[src/rtl/fpu_pkg.sv]
// Shared FPU definitions: binary32 field layout, integer saturation limits,
// and the stage-1 payload of the float-to-int pipeline.
package fpu_pkg;

    localparam int unsigned EXP_BIAS = 127;
    localparam int unsigned FRAC_W   = 23;
    localparam int unsigned EXP_W    = 8;
    localparam int unsigned INT_W    = 32;

    localparam logic [INT_W-1:0] INT_MAX = 32'h7FFF_FFFF;
    localparam logic [INT_W-1:0] INT_MIN = 32'h8000_0000;

    // Exponent at which the mantissa LSB has weight 1.
    localparam int unsigned MANT_POINT_EXP = EXP_BIAS + FRAC_W;
    // Smallest exponent whose magnitude can round to a nonzero integer (0.5).
    localparam int unsigned HALF_EXP       = EXP_BIAS - 1;
    // Smallest exponent whose magnitude is at least 2^31.
    localparam int unsigned OVF_EXP        = EXP_BIAS + INT_W - 1;

    typedef struct packed {
        logic              sign;
        logic [EXP_W-1:0]  exp;
        logic [FRAC_W-1:0] frac;
    } float32_t;

    typedef struct packed {
        logic             sign;
        logic [INT_W-1:0] mag;
        logic             rnd;
        logic             ovf;
        logic             nan;
    } ftoi_s1_t;

endpackage

[src/rtl/ftoi_align.sv]
// Combinational mantissa aligner for float-to-int conversion.
// Ports:
//   a      binary32 operand
//   mag_c  truncated integer magnitude (valid when ovf_c is clear)
//   rnd_c  first bit below the integer LSB (round-half bit)
//   ovf_c  |a| >= 2^31 (also set for inf and NaN)
//   nan_c  a is a NaN
module ftoi_align
    import fpu_pkg::*;
(
    input  logic [INT_W-1:0] a,
    output logic [INT_W-1:0] mag_c,
    output logic             rnd_c,
    output logic             ovf_c,
    output logic             nan_c
);

    float32_t                op;
    logic     [FRAC_W:0]     mant;
    logic     [FRAC_W:0]     rtmp;
    logic     [2:0]          lsh;
    logic     [4:0]          rsh;

    assign op = a;

    // Zero and denormal exponents fall below HALF_EXP, so they need no
    // separate case: the magnitude comes out as zero.
    always_comb begin
        mant  = {1'b1, op.frac};
        lsh   = 3'(op.exp - EXP_W'(MANT_POINT_EXP));
        rsh   = 5'(EXP_W'(MANT_POINT_EXP) - op.exp);
        // Shift one short so the last bit shifted out lands in rtmp[0].
        rtmp  = mant >> (rsh - 5'd1);
        mag_c = '0;
        rnd_c = 1'b0;
        ovf_c = (op.exp >= EXP_W'(OVF_EXP));
        nan_c = (op.exp == '1) && (op.frac != '0);
        if (!ovf_c && (op.exp >= EXP_W'(MANT_POINT_EXP))) begin
            mag_c = INT_W'(mant) << lsh;
        end else if (op.exp >= EXP_W'(HALF_EXP) && (op.exp < EXP_W'(MANT_POINT_EXP))) begin
            mag_c = INT_W'(rtmp >> 1);
            rnd_c = rtmp[0];
        end
    end

endmodule

[src/rtl/ftoi_pipeline.sv]
// Two-stage pipelined binary32 to signed int32 converter (ftoi).
// Round to nearest, ties away from zero; NaN and positive overflow saturate
// to INT_MAX, negative overflow saturates to INT_MIN.
// Ports:
//   clk  rising-edge clock
//   rst  asynchronous active-low reset, clears both stages
//   a    binary32 operand, sampled every cycle
//   c    int32 result, registered, two edges after a is sampled
module ftoi_pipeline
    import fpu_pkg::*;
(
    input  logic             clk,
    input  logic             rst,
    input  logic [INT_W-1:0] a,
    output logic [INT_W-1:0] c
);

    ftoi_s1_t         s1;
    logic [INT_W-1:0] mag_c;
    logic             rnd_c;
    logic             ovf_c;
    logic             nan_c;
    logic [INT_W-1:0] sum_c;
    logic [INT_W-1:0] res_c;

    ftoi_align u_align (
        .a     (a),
        .mag_c (mag_c),
        .rnd_c (rnd_c),
        .ovf_c (ovf_c),
        .nan_c (nan_c)
    );

    // Stage 1: register aligned magnitude and flags.
    always_ff @(posedge clk or negedge rst) begin
        if (!rst) begin
            s1 <= '0;
        end else begin
            s1.sign <= a[INT_W-1];
            s1.mag  <= mag_c;
            s1.rnd  <= rnd_c;
            s1.ovf  <= ovf_c;
            s1.nan  <= nan_c;
        end
    end

    // Stage 2 logic: round, saturate, apply sign. The rounded sum cannot
    // reach 2^31 on the non-overflow path, so no carry check is needed.
    always_comb begin
        sum_c = s1.mag + INT_W'(s1.rnd);
        res_c = s1.sign ? (~sum_c + INT_W'(1)) : sum_c;
        if (s1.nan) begin
            res_c = INT_MAX;
        end else if (s1.ovf) begin
            res_c = s1.sign ? INT_MIN : INT_MAX;
        end
    end

    // Stage 2: result register.
    always_ff @(posedge clk or negedge rst) begin
        if (!rst) begin
            c <= '0;
        end else begin
            c <= res_c;
        end
    end

endmodule

[config.mk]
export PLATFORM = sky130hd
export DESIGN_NAME = ftoi_pipeline
export DESIGN_NICKNAME = d
export VERILOG_FILES = /design/src/rtl/fpu_pkg.sv /design/src/rtl/ftoi_align.sv /design/src/rtl/ftoi_pipeline.sv
export SDC_FILE = /design/constraint.sdc
export NUM_CORES = 1
export LEC_CHECK = 0
export CAP_MARGIN = 15
export CORE_MARGIN = 2
export CORE_UTILIZATION = 47
export CTS_CLUSTER_DIAMETER = 200
export DETAILED_ROUTE_END_ITERATION = 8
export HOLD_SLACK_MARGIN = 0.03
export MAX_ROUTING_LAYER = met4
export PLACE_DENSITY_LB_ADDON = 0.15
export SLEW_MARGIN = 20
export SYNTH_ARGS = -nofsm -noshare
export SYNTH_HDL_FRONTEND = slang
export SYNTH_SLANG_ARGS = --single-unit
export TNS_END_PERCENT = 20
[constraint.sdc]
create_clock -name clk -period 3.55 [get_ports clk]
set_input_delay 0.71 -clock clk [delete_from_list [all_inputs] [get_ports clk]]
set_output_delay 0.71 -clock clk [all_outputs]
set_load 0.02 [all_outputs]
## Word-level counts from Yosys, hierarchy flattened

Index checks and enable logic that the tools add are counted.

| word-level totals | value |
|---|---|
| output and inout bits | 32 |
| input bits | 34 |
| register bits after elaboration | 68 |
| logic and storage cells | 32 |

| cells by class | value |
|---|---|
| add/sub/neg operators | 5 |
| equality and inequality tests | 1 |
| $lt $le $gt $ge | 4 |
| reductions and logical operators | 5 |
| shifts and indexed selects | 2 |
| multiplexer cells | 8 |
| bitwise operators | 1 |

Operators by type and width:

| operator | number |
|---|---|
| $mux 32 | 5 |
| $add 32x1->32 | 1 |
| $add 32x1->32 const B | 1 |
| $not 32->32 | 1 |
| $shl 24x3->32 | 1 |
| $shr 24x5->24 | 1 |
| $mux 23 | 1 |
| $reduce_bool 23->1 | 1 |
| $ge 8x8->1 const B | 2 |
| $eq 8x8->1 const B | 1 |
| $ge 8x7->1 const B | 1 |
| $lt 8x8->1 const B | 1 |
| $sub 5x1->5 const B | 1 |
| $sub 5x5->5 const A | 1 |
| $logic_and 1x1->1 | 3 |
| $sub 3x3->3 const B | 1 |
| $mux 1 | 2 |
| $logic_not 1->1 | 1 |

## Longest topological paths before layout

Gate-level depths: netlist of run 1.

| logic depth | value |
|---|---|
| depth in word-level cells | 6 |
| mapped depth | 13 |
| mapped depth without buffers | 10 |

## Modules after synthesis

A second synthesis of run 1 with hierarchy kept.

| second synthesis, totals | value |
|---|---|
| cells, all modules | 687 |
| area, all modules | 6,158.4 um2 |

By module, submodules not included:

| module | area each (um2) | times used | cells an instance | seq. area each (um2) |
|---|---|---|---|---|
| ftoi_pipeline | 4,150.2 | 1 | 458 | 1,701.6 |
| ftoi_align | 2,008.2 | 1 | 229 | 0.0 |

## Least setup slack after synthesis of run 1

OpenSTA, ideal clock, no wires.

| timing | value |
|---|---|
| path type | register to register |
| start point | register s1[2] (netlist name) |
| end point | register c[23] |
| data required time | 3.474 ns |
| slack | 0.442 ns |
| setup time | 0.076 ns |
| period minus slack after synthesis | 3.108 ns |
| data arrival time | 3.031 ns |
| path buffers | 2 |
| cell stages (with the launch flop) | 12 |
| cells stage by stage | dfrtp_1 -> ha_1 -> ha_1 -> buf_6 -> or4_4 -> a211oi_4 -> o21ai_2 -> or3_1 -> buf_6 -> nor4b_2 -> mux2_1 -> o21ai_1 |

| between the ends | value |
|---|---|
| word-level cells in the longest chain between the ends | 6 |

Ends and longest elaborated chain:

| what | line | source |
|---|---|---|
| start: declaration | ftoi_pipeline.sv:18 | `ftoi_s1_t s1;` |
| $add 32x1->32 * | ftoi_pipeline.sv:50 | `sum_c = s1.mag + INT_W'(s1.rnd);` |
| $not 32->32 | ftoi_pipeline.sv:51 | `res_c = s1.sign ? (~sum_c + INT_W'(1)) : sum_c;` |
| $add 32x1->32 | ftoi_pipeline.sv:51 |  |
| $mux 32 * | ftoi_pipeline.sv:51 |  |
| $mux 32 * | ftoi_pipeline.sv:54 | `end else if (s1.ovf) begin` |
| $mux 32 * | ftoi_pipeline.sv:52 | `if (s1.nan) begin` |
| via res_c[23] | ftoi_pipeline.sv:24 | `logic [INT_W-1:0] res_c;` |
| end signal: assignment | ftoi_pipeline.sv:64 | `c <= res_c;` |
| end: declaration | ftoi_pipeline.sv:15 | `output logic [INT_W-1:0] c` |

The timed path passes the listed nets; every way through them passes the cells marked *.

## Worst setup path after layout of run 1

| timing | value |
|---|---|
| start point | register s1[2] (netlist name) |
| end point | register c[29] |

Same word-level chain as after synthesis.

==> flow_summary.ini, run 1 <==
[yosys]
syn-instance-count = 687
synth_ff_type = dfrtp_1
yosys.area.top_type_share_pct = 29.6
syn_area_per_cell_um2 = 8.26
synthesis.nets = 726
mappedNetlistArea_um2 = 5670
yosys-top-cells-area = dfrtp_1, mux2i_1, nand2_1, xnor2_1, nor2_1
synth_enable_flop_cells = 0
async_reset_ff_share_pct = 100
ys_seq_elements = 67
synth_cell_types = 70
ys_seq_area_share_pct = 29.6
yosys.area.top_type = dfrtp_1
ys_warn_count = 0

[setup_path]
r2r_setup_slack_ns = 0.26
startpoint = s1[2]$_DFF_PN0_
reg2reg_to = c[29]$_DFF_PN0_
cp-end-kind = flip-flop
cp.required_ns = 3.77
cp-start-kind = flip-flop
rr_startpoint = s1[2]$_DFF_PN0_
crit_arrival_ns = 3.51
reg2reg_depth = 10
cp_slowest_stage_delay_ns = 0.53
crit_path_max_fanout = 11
endpoint = c[29]$_DFF_PN0_
path_class = reg -> reg
critical-path-slowest-cell = or3_1
worstPathCellList = ha_1 > ha_2 > and3_2 > nand3_4 > nor3_2 > a31oi_1 > or3_1 > nor4_1 > o21ai_0 > a31o_1

[floorplan]
io_pins = 66
die_w_um = 114
core_um2 = 11900
start_util_pct = 47.6
die_y_um = 114
die-area_um2 = 13000
num_rows = 40

[route]
final_antenna_net_count = 0
firstDrtPassIters = 5
drt-total-wl_mm = 15.4
drc = 0
via_per_inst = 5.90
drt-initial-drc-count = 275
avgRoutedWirePerCell_um = 17.5
vias = 5195

[global_route]
track_usage_pct = 25.0
grt_overflow = 0
grt_pass1_vias = 4905
grt_pass1_wl_mm = 25.0
antenna_found_initial = 0
grt_max_degree = 52

[sta]
fin_crit_sh_pct = 92.6
finalSetupViolCount = 0
worst_pin_slew_ns = 0.881
hold_viol = 0
slew_violations = 0
rsz0062_at_grt = no
hold_slack_ns = 0.399
timing.fmax_mhz = 304
final.setup.tns_ns = 0
finalClockSkew_ns = 0.00611
slew_headroom_pct = 41.0
period_needed_ns = 3.29

[place]
dpl.hpwl_mm = 11.9
port_buffers = 65
place_area_um2 = 6380
place.gp.congestion = 0.931

[layout]
design_area_um2 = 6670
drive_above_1_share_pct = 10.5
diodes = 0
nets = 768
syn_to_final_growth_pct = 17.6

[clock_tree]
root_buffer = clkbuf_16
numCtsBuffers = 9
clkSlewWorstSetupHoldPaths_ns = 0.05
htreeDepth = 3
clk_path_buf_depth = 2
numClockSinks = 67
clk_latency_ns = 0.33
cts_tree = built

[power]
power_density_nw_per_um2 = 391
ir_drop_mv = 0.232
leakage_uw = 0.00284

[hold_path]
hp-class = in -> async

[run]
cap_viol_max_count = 0

[outcome]
status = completed
==> cell usage after synthesis (all sizes together), types with 4 or more instances <==
library cell and count:
nand2 82, dfrtp 67, mux2i 57, nor2 50, o21ai 42, clkbuf 34
nor3 30, o22ai 27, xnor2 26, a21oi 25, nand4 25, nor4 19
buf 18, nand3 18, and3 15, inv 14, a21o 11, nand2b 10
xor2 10, and2 9, and4 9, mux2 7, nor4b 7, o21a 7
or2 7, a31oi 6, a22oi 5, a31o 5, a32oi 5, ha 5
nor2b 4, o31ai 4, or3 4
==> critical path: cells and delay by family (launching register included) <==
family          cells  cell delay [ns]
flops               1             0.33
compound gates      3             0.63
simple gates        5             1.58
fa+ha+maj           2             0.61
==> per-stage QoR <==
step | power, µW | utilization [%] | worst slack (ns) | std cells
final | 2610 | 56.0 | 0.261 | 880
after detailed placement | 1790 | 53.6 | 0.228 | 865
after global routing | 2750 | 56.0 | 0.0449 | 880
after global placement | 1790 | 53.6 | 0.294 | 865
after floorplan | 1470 | - | 0.442 | 687
after CTS | 2620 | 55.9 | 0.220 | 880
==> cell families (layout without fill, tap and decap cells) <==
kind of cell | after synthesis | in the layout | share of synthesized area, %
DFF | 67 | 67 | 29.6
buffers and inverters | 67 | 113 | 6.07
adders and majority gates | 5 | 5 | 1.10
muxes | 64 | 64 | 11.4
xor gates and xnor gates | 36 | 36 | 5.82
AOI/OAI and AO/OA | 153 | 153 | 17.5
and+or+nand+nor | 295 | 295 | 28.5
==> flip-flops by register name, indices dropped and copies added, names as in the netlist <==
name / cells
s1: 35
c: 32
==> cells in the final DEF (no fill, tap or decap), types with 4 or more instances in the layout <==
cell type / count
a21o_1: 11
a21oi_1: 25
a22oi_1: 5
a31oi_1: 6
a32oi_1: 5
and2_1: 9
and3_1: 14
and4_1: 8
buf_4: 17
clkbuf_16: 9
clkdlybuf4s50_1: 64
dfrtp_1: 67
ha_1: 4
inv_1: 14
mux2_2: 6
mux2i_1: 57
nand2_1: 82
nand2b_1: 10
nand3_1: 15
nand4_1: 24
nor2_1: 49
nor2b_1: 4
nor3_1: 25
nor3_2: 5
nor4_1: 16
nor4b_2: 4
o21a_1: 7
o21ai_0: 35
o21ai_1: 6
o22ai_1: 26
o31ai_1: 4
or2_2: 7
xnor2_1: 24
xor2_1: 9
==> area by class of cell <==
| cell class | count | area [µm²] |
|---|---|---|
| Fill cell | 1095 | 5240 |
| Multi-Input combinational cell | 553 | 3670 |
| Sequential cell | 67 | 1680 |
| Timing Repair Buffer | 83 | 808 |
| Clock buffer | 13 | 270 |
| Tap cell | 147 | 184 |
| Inverter | 15 | 56.3 |
| Clock inverter | 2 | 10.0 |
==> how the worst min path moves through the flow <==
| stage | start | endpoint | slack, ns |
|---|---|---|---|
| 6_report | rst | c[7]$_DFF_PN0_ | 0.40 |
| 2_1_floorplan | rst | c[0]$_DFF_PN0_ | 0.41 |
| 4_1_cts | rst | c[1]$_DFF_PN0_ | 0.64 |
| 3_3_place_gp | s1[35]$_DFF_PN0_ | c[1]$_DFF_PN0_ | 0.68 |
| 5_1_grt | rst | c[7]$_DFF_PN0_ | 0.47 |
| 3_5_place_dp | s1[35]$_DFF_PN0_ | c[1]$_DFF_PN0_ | 0.71 |
==> timing repair <==
item	in CTS	in global routing
resized for setup	0	2
setup endpoints to repair	0	3
endpoints found under the hold margin	0	0
hold buffers	0	0
setup buffers	0	0
==> metal layers <==
metal / global-route usage, % / part of all wire, % / up-vias
met5: - / 0 / -
met4: 9.27 / 2.4 / 0
met3: 2.92 / 3.6 / 27
met2: 42.8 / 50 / 146
met1: 30.6 / 44 / 2413
li1: - / - / 2609
==> power breakdown <==
part | switching (µW) | internal, µW | leakage [µW] | total [µW]
combinational | 502 | 417 | 0.00183 | 919
clock | 296 | 522 | 0.000141 | 819
sequential | 36.8 | 838 | 0.000872 | 874
total | 835 | 1780 | 0.00284 | 2610
No activity file was read; power rests on OpenSTA's default activity.
==> inputs of run 2 (changes only) <==
- ABC_CLOCK_PERIOD_IN_PS: not set -> 3550
- DONT_BUFFER_PORTS: not set -> 1
==> flow_summary.ini, run 2 (synthesis gave the netlist of run 1 again) <==
[outcome]
status = completed

[global_route]
grt_pass1_wl_mm = 23.1
antenna_found_initial = 0
track_usage_pct = 22.8
grt_max_degree = 68
grt_pass1_vias = 4643
grt_overflow = 0

[setup_path]
crit_path_max_fanout = 9
r2r_setup_slack_ns = 0.22
cp-start-kind = flip-flop
rr_startpoint = s1[2]$_DFF_PN0_
critical-path-slowest-cell = or4_4
cp-end-kind = flip-flop
startpoint = s1[2]$_DFF_PN0_
crit_arrival_ns = 3.58
path_buf_inv = 0
critical_path_depth = 9
reg2reg_to = c[23]$_DFF_PN0_
path_class = reg -> reg
cp.required_ns = 3.80
crit_family = simple AND/OR/NAND/NOR gates
cp_slowest_stage_delay_ns = 0.57
endpoint = c[23]$_DFF_PN0_
worstPathCellList = ha_1 > ha_2 > or4_4 > a211oi_4 > o21ai_2 > or3_1 > nor4b_2 > mux2_1 > o21ai_1
reg2reg_depth = 9

[clock_tree]
clk_latency_ns = 0.33
htreeDepth = 3
numClockSinks = 67
cts_tree = built
clkSlewWorstSetupHoldPaths_ns = 0.05
root_buffer = clkbuf_16
clk_path_buf_depth = 2
numCtsBuffers = 9
postCtsHoldBufs = 0

[floorplan]
num_rows = 40
io_pins = 66
die_y_um = 114
die_w_um = 114
start_util_pct = 47.6
core_um2 = 11900
die-area_um2 = 13000

[sta]
rsz0062_at_grt = no
timing.fmax_mhz = 300
finalClockSkew_ns = 0.00739
slew_violations = 0
fin_crit_sh_pct = 93.8
hold_viol = 0
worst_pin_slew_ns = 0.845
final.setup.tns_ns = 0
period_needed_ns = 3.33
slew_headroom_pct = 43.7
finalSetupViolCount = 0

[route]
final_antenna_net_count = 0
firstDrtPassIters = 5
via_per_inst = 6.14
drt-total-wl_mm = 14.2
drt-initial-drc-count = 256
avgRoutedWirePerCell_um = 17.6
vias = 4950
drc = 0

[hold_path]
hp-class = in -> async

[place]
dp.cells = 791
dpl.hpwl_mm = 11.0
place.gp.congestion = 0.919
port_buffers = 0

[layout]
nets = 694
syn_to_final_growth_pct = 4.74
largest_register_ffs = 35
diodes = 0
drive_above_1_share_pct = 9.86
top_regs = s1 x35, c x32
top_register = s1
finalNonFillerCells = 806
final_cell_mix = nand2_1, dfrtp_1, mux2i_1
final_util_pct = 49.9
final_common_cell = nand2_1

[power]
power_density_nw_per_um2 = 410
leakage_uw = 0.00254
ir_drop_mv = 0.249

[run]
cap_viol_max_count = 0
run 2: final cells by class:
cell class	count	area, µm²
fillers	1172	5970
multi-input cells	553	3660
flip-flops and latches	67	1680
clock buffers	13	260
well taps	147	184
repair buffers	9	67.6
inverters	15	56.3
clock inverters	2	35.0
run 2: per-stage QoR:
stage	hold slack [ns]	worst slack, ns	instance area (µm²)	power [µW]
2_1_floorplan	0.414	0.442	5670	1470
3_3_place_gp	0.416	0.304	5640	1560
3_5_place_dp	0.416	0.214	5640	1570
4_1_cts	0.0606	0.199	5940	2450
5_1_grt	0.0537	0.0469	5940	2560
6_report	0.0669	0.218	5940	2440
run 2: power by group:
group / total, µW / switching (µW) / internal, µW / leakage (µW)
Sequential: 965 / 126 / 839 / 0.000872
Combinational: 600 / 342 / 258 / 0.00153
Clock: 870 / 294 / 576 / 0.000146
run 2: repair_timing:
action,in CTS,in global routing
setup buffers,0,0
gates resized for setup,0,1
endpoints found under the setup margin,0,2
run 2: how the worst min path moves through the flow:
stage | start | end | cells after the start
after global routing | rst | c[7]$_DFF_PN0_ | 0
after floorplan | rst | c[0]$_DFF_PN0_ | 0
final | rst | c[7]$_DFF_PN0_ | 0
after detailed placement | rst | c[7]$_DFF_PN0_ | 0
after CTS | rst | c[7]$_DFF_PN0_ | 0
after global placement | rst | c[7]$_DFF_PN0_ | 0
run 2: layer usage:
layer / GRT usage, % / up-vias / part of all wire (%) / routed length (µm)
met1: 28.9 / 2307 / 46 / 6510
met2: 37.6 / 166 / 47 / 6740
met3: 3.29 / 28 / 4.8 / 682
li1: - / 2449 / - / -
met4: 7.80 / 0 / 1.9 / 269
met5: - / - / 0 / 0
==> inputs of run 3 (changes only) <==
- TNS_END_PERCENT: 20 -> not set
==> results of run 3 <==
The final DEF is identical to that of run 2; final timing and power are the same.
